$ cat config.mk
export PLATFORM = sky130hd
export DESIGN_NAME = half_band_decim_2
export DESIGN_NICKNAME = d
export VERILOG_FILES = /design/src/rtl/half_band_decim_2.sv
export SDC_FILE = /design/constraint.sdc
export NUM_CORES = 1
export LEC_CHECK = 0
export BUFFER_PORTS_ARGS = -buffer_cell sky130_fd_sc_hd__clkbuf_2
export CORE_UTILIZATION = 64
export DETAILED_ROUTE_END_ITERATION = 10
export HOLD_SLACK_MARGIN = 0.03
export PLACE_DENSITY = 0.82
export SYNTH_ARGS = -nofsm -noshare
export SYNTH_HDL_FRONTEND = slang
export SYNTH_SLANG_ARGS = --single-unit
$ cat constraint.sdc
create_clock -name clk -period 20.4 [get_ports clk]
set_clock_uncertainty 0.1 [all_clocks]
set_input_delay 5.1 -clock clk [delete_from_list [all_inputs] [get_ports clk]]
set_output_delay 5.1 -clock clk [all_outputs]
set_load 0.01 [all_outputs]
$ cat src/rtl/half_band_decim_2.sv
// -----------------------------------------------------------------------------
// half_band_decim_2
//
// Receive-side decimate-by-2 half-band filter, 1s17 data. Every second
// accepted sample starts a four-step multiply-accumulate sequence on one
// shared multiplier. The sequence handles the centre tap and then the three
// symmetric tap pairs, and the rounded, saturated result comes out one cycle
// after the last step.
//
// Ports
//   clk      in   1  system clock, rising edge
//   reset    in   1  synchronous, active-high reset
//   clk_en   in   1  input-sample strobe, one clk wide
//   x_in     in  18  signed 1s17 input sample, valid with clk_en
//   y        out 18  signed 1s17 decimated output, held between updates
//   y_valid  out  1  one-cycle pulse when y updates
//   busy     out  1  high while a MAC sequence is in progress
//   overrun  out  1  sticky, set when a sample arrives while busy
// -----------------------------------------------------------------------------
module half_band_decim_2 #(
    parameter logic signed [17:0] C1 = 18'sd41943,
    parameter logic signed [17:0] C3 = -18'sd10486,
    parameter logic signed [17:0] C5 = 18'sd1311
) (
    input  logic               clk,
    input  logic               reset,
    input  logic               clk_en,
    input  logic signed [17:0] x_in,
    output logic signed [17:0] y,
    output logic               y_valid,
    output logic               busy,
    output logic               overrun
);

    typedef enum logic [2:0] {
        ST_IDLE = 3'd0,
        ST_CTR  = 3'd1,
        ST_M1   = 3'd2,
        ST_M3   = 3'd3,
        ST_M5   = 3'd4
    } state_t;

    // Clamp a wide signed value into the 18-bit output range.
    function automatic logic signed [17:0] sat18(input logic signed [39:0] v);
        logic signed [17:0] r;
        if (v > 40'sd131071) begin
            r = 18'sd131071;
        end else if (v < -40'sd131072) begin
            r = -18'sd131072;
        end else begin
            r = v[17:0];
        end
        return r;
    endfunction

    // Widen an 18-bit sample to the 19-bit pre-sum width.
    function automatic logic signed [18:0] sext19(input logic signed [17:0] v);
        return {v[17], v};
    endfunction

    state_t             state_r;
    logic signed [17:0] x_r [0:10];
    logic signed [39:0] acc_r;
    logic               phase_r;
    logic               out_pend_r;
    logic signed [17:0] y_r;
    logic               y_valid_r;
    logic               busy_r;
    logic               overrun_r;

    logic               accept_s;
    logic signed [17:0] coef_s;
    logic signed [18:0] presum_s;
    logic signed [36:0] product_s;
    logic signed [39:0] product_ext_s;
    logic signed [39:0] centre_s;
    logic signed [39:0] rounded_s;
    logic signed [39:0] shifted_s;

    assign y       = y_r;
    assign y_valid = y_valid_r;
    assign busy    = busy_r;
    assign overrun = overrun_r;

    // A strobe is only taken while no MAC sequence is running.
    assign accept_s = clk_en & ~busy_r;

    // Select coefficient and symmetric tap pair for the current MAC step.
    always_comb begin
        coef_s   = 18'sd0;
        presum_s = 19'sd0;
        case (state_r)
            ST_M1: begin
                coef_s   = C1;
                presum_s = sext19(x_r[4]) + sext19(x_r[6]);
            end
            ST_M3: begin
                coef_s   = C3;
                presum_s = sext19(x_r[2]) + sext19(x_r[8]);
            end
            ST_M5: begin
                coef_s   = C5;
                presum_s = sext19(x_r[0]) + sext19(x_r[10]);
            end
            default: begin
                coef_s   = 18'sd0;
                presum_s = 19'sd0;
            end
        endcase
    end

    // Shared multiplier plus accumulator-width alignment of its operands.
    always_comb begin
        product_s     = coef_s * presum_s;
        product_ext_s = {{3{product_s[36]}}, product_s};
        // Centre tap is 0.5: x5 placed at bit 16 of the s.17-scaled accumulator.
        centre_s      = {{6{x_r[5][17]}}, x_r[5], 16'd0};
        // Round half up: add half an output LSB, then arithmetic shift.
        rounded_s     = acc_r + 40'sd65536;
        shifted_s     = rounded_s >>> 17;
    end

    // Delay line and phase bit: shift only on accepted samples.
    always_ff @(posedge clk) begin
        if (reset) begin
            for (int k = 0; k < 11; k++) begin
                x_r[k] <= 18'sd0;
            end
            phase_r <= 1'b0;
        end else if (accept_s) begin
            for (int k = 10; k > 0; k--) begin
                x_r[k] <= x_r[k-1];
            end
            x_r[0]  <= x_in;
            phase_r <= ~phase_r;
        end else begin
            phase_r <= phase_r;
        end
    end

    // MAC sequencer: centre tap, then the three symmetric pairs.
    always_ff @(posedge clk) begin
        if (reset) begin
            state_r    <= ST_IDLE;
            acc_r      <= 40'sd0;
            busy_r     <= 1'b0;
            out_pend_r <= 1'b0;
        end else begin
            out_pend_r <= 1'b0;
            case (state_r)
                ST_IDLE: begin
                    // Phase-1 samples are the decimation points.
                    if (accept_s && phase_r) begin
                        state_r <= ST_CTR;
                        busy_r  <= 1'b1;
                    end else begin
                        state_r <= ST_IDLE;
                        busy_r  <= 1'b0;
                    end
                end
                ST_CTR: begin
                    acc_r   <= centre_s;
                    state_r <= ST_M1;
                end
                ST_M1: begin
                    acc_r   <= acc_r + product_ext_s;
                    state_r <= ST_M3;
                end
                ST_M3: begin
                    acc_r   <= acc_r + product_ext_s;
                    state_r <= ST_M5;
                end
                ST_M5: begin
                    // busy drops here so a new sample may arrive on the output edge.
                    acc_r      <= acc_r + product_ext_s;
                    state_r    <= ST_IDLE;
                    busy_r     <= 1'b0;
                    out_pend_r <= 1'b1;
                end
                default: begin
                    state_r <= ST_IDLE;
                    busy_r  <= 1'b0;
                end
            endcase
        end
    end

    // Output register: rounded, saturated result one cycle after the last MAC.
    always_ff @(posedge clk) begin
        if (reset) begin
            y_r       <= 18'sd0;
            y_valid_r <= 1'b0;
        end else if (out_pend_r) begin
            y_r       <= sat18(shifted_s);
            y_valid_r <= 1'b1;
        end else begin
            y_valid_r <= 1'b0;
        end
    end

    // Sticky flag for strobes that arrive while a sequence is running.
    always_ff @(posedge clk) begin
        if (reset) begin
            overrun_r <= 1'b0;
        end else if (clk_en && busy_r) begin
            overrun_r <= 1'b1;
        end else begin
            overrun_r <= overrun_r;
        end
    end

endmodule

==> results.txt <==
placed inst area: 26600 um^2
Crit Path Category: register to register
Critical Path Max Stage Delay: 680 ps
nets@finish: 3104
Critical Path AT: 10370 ps
worst skew pair latency: 610 ps
residual DRC count: 0
Max VDD drop: 0.0803 mV
GRT Util Overall: 32.9%
CTS clock-pin slew for the worst setup and hold paths: 60 ps
Synthesis Warnings: 0
crit path buf inv count: 7
pwr/cell area: 69.1 nW/um^2
Crit path max-delay family: adder cells
critical-path maximum fanout: 5
number of global-route vias before repair: 18802
H-tree depth: 1
reg2reg path depth: 32
#FFs+latches synth: 264
CP Depth: 32
Mean Syn Cell Area: 10.4 um^2
Antenna Nets Post-Route: 0
CTS Buffer Depth: 3
EDFF count, synth: 198
DRT iter0 DRCs: 1405
gpl congestion: 0.929
drt total wl: 64000 um
outcome: complete, no violations
Vias/cell: 5.73
Hold Crit Class: register to register
core region area: 39800 um^2
syn_nets: 3086
Fillers: 3018
CP endpoint kind: register
Final min period: 9920 ps
setup ws final: 10480 ps
via count: 17563
wire per inst: 20.9 um
post-CTS resize count: 0
cts bufs inserted: 30
crit share post-route: 48.6%
Synth Flop Type: edfxtp_1
Top Ports: 42
R2R Setup Slk: 10480 ps
die area: 41200 um^2
total chip power: 1910 uW
sequential fraction of the synthesis area: 28.1%
Startpoint Class: register
r2r startpoint: x_r[0][37]
Overflow after GRT: 0
fraction of synthesis flops using an asynchronous set or reset pin: 0%
root buffer cell: clkbuf_16
initial antenna violation count: 2
Port Buffers: 41
Yosys cell types: 81
Layout area overhead: 6.83%
die span in y: 203 um
relative slew slack: 27.9%
worst-margin pin slew: 1080 ps
commonest non-fill, non-tap cells in the layout: inv_1, fa_1, ha_1, and2_1, edfxtp_1
Final Instance Area: 27600 um^2
Initial Util: 65.0%
fraction of layout cells with a size suffix above 1: 6.26%
Die X: 203 um
Rows: 73
CP max stage cell: a2111oi_0
Synth top area share: 27.1%
Post-CTS Setup Inserts: 0
Slew Limit Fails: 0
R2R Path End: acc_r[30]
post-detail-place hpwl: 52200 um
max-cap viol count: 0
largest area contributor in the netlist: fa_1
largest net degree at the start of global routing: 132
clk sink count: 264
DRT Pass-1 Iters: 5
commonest non-fill, non-tap cell in the layout: inv_1
ant diodes: 0
Final Hold Fails: 0
top cells by area, synth: fa_1, edfxtp_1, ha_1, inv_1, and2_1
Hold Buf Count CTS: 0
CTS tree: built
Synth Cell Area: 25900 um^2
setup TNS: 0 ps
achievable clock frequency: 0.101 GHz
first-pass GRT wire length: 103000 um
setup repair after global routing missed its margin: false
final setup fails: 0
Critical Path RT: 20850 ps
cells after synthesis: 2497
final cell utilization of the core: 69.4%
crit path from: x_r[0][37]
worst setup path end: acc_r[30]
pre-CTS setup slack: 10640 ps
Leak Pwr: 0.0137 uW
==> registers in the layout, indices dropped and copies added (netlist names) <==
name        cells
x_r           198
acc_r          40
y              18
state_r         3
busy            1
out_pend_r      1
overrun         1
phase_r         1
y_valid         1
==> kinds of logic after synthesis <==
kind of cell	count (synthesis)	synth area share, %
and+or+nand+nor	633	12.8
buffers and inverters	575	8.41
adders and majority gates	568	37.6
AOI/OAI and AO/OA	352	9.45
DFF	264	28.1
xor gates and xnor gates	97	3.28
muxes	8	0.324
==> synth_stat cells, types with 7 or more instances <==
master	number
nand2_1	133
a21o_1	43
a21oi_1	94
nor2b_1	12
a211oi_1	12
nand4_1	7
or3_1	9
xnor2_1	73
nand3_1	35
and3_1	7
clkbuf_1	53
edfxtp_1	198
a311oi_1	9
a211o_1	7
inv_1	506
nor3_1	28
o21ai_1	12
ha_1	218
o31ai_1	10
o21ai_0	36
nor3_2	11
nor4_1	7
xor2_1	24
nor2_1	130
a22oi_1	13
a221oi_1	7
o22ai_1	7
o21bai_1	13
and2_1	212
a31oi_1	9
fa_1	350
dfxtp_1	66
o21a_1	19
a21oi_2	15
nand2b_1	16
==> tightest hold or removal path: stages (launching register included) <==
cell	delay, ps
dfxtp_1	300
nor2_1	80
nor3_1	50
==> worst min path at each step <==
stage | from | end | slack, ps | cells after the start
after detailed placement | y[6] | y[6] | 370 | 2
after CTS | y[6] | y[6] | 380 | 2
after global routing | y[2] | y[2] | 420 | 2
after global placement | overrun | overrun | 350 | 2
after floorplan | acc_r[5] | acc_r[5] | 350 | 2
final | y[6] | y[6] | 380 | 2
==> metrics by stage <==
step                      hold slack, ps  instances
after floorplan                      354       2497
after global placement               347       3008
after detailed placement             371       3008
after CTS                            383       3063
after global routing                 422       3063
final                                376       3063
==> area by class of cell <==
cell class                 instances  area (um^2)  area share, %
clock buffer                      38          801           2.90
clock inverter                    17          248          0.896
inverter                         508         1910           6.90
multi-input combinational       1658        16500           59.6
sequential                       264         7270           26.3
tap                              525          657           2.38
timing repair buffer              53          295           1.07
==> power by group <==
part           leakage, uW  total [uW]  switching (uW)  internal (uW)
Clock             0.000496         574             233            342
Sequential         0.00272         655            33.9            621
Combinational       0.0105         680             419            262
==> routing by layer <==
layer  GRT usage (%)  part of all wire [%]  wire, um  vias to the layer above
met5               0                     0         0                        -
met4            10.5                   3.6      2280                        0
met3            6.13                   7.0      4470                      120
met2            52.6                    46     29300                      571
met1            45.6                    44     27900                     8772
li1                -                     -         -                     8100
Note: power is estimated with default switching activity, not from simulation.
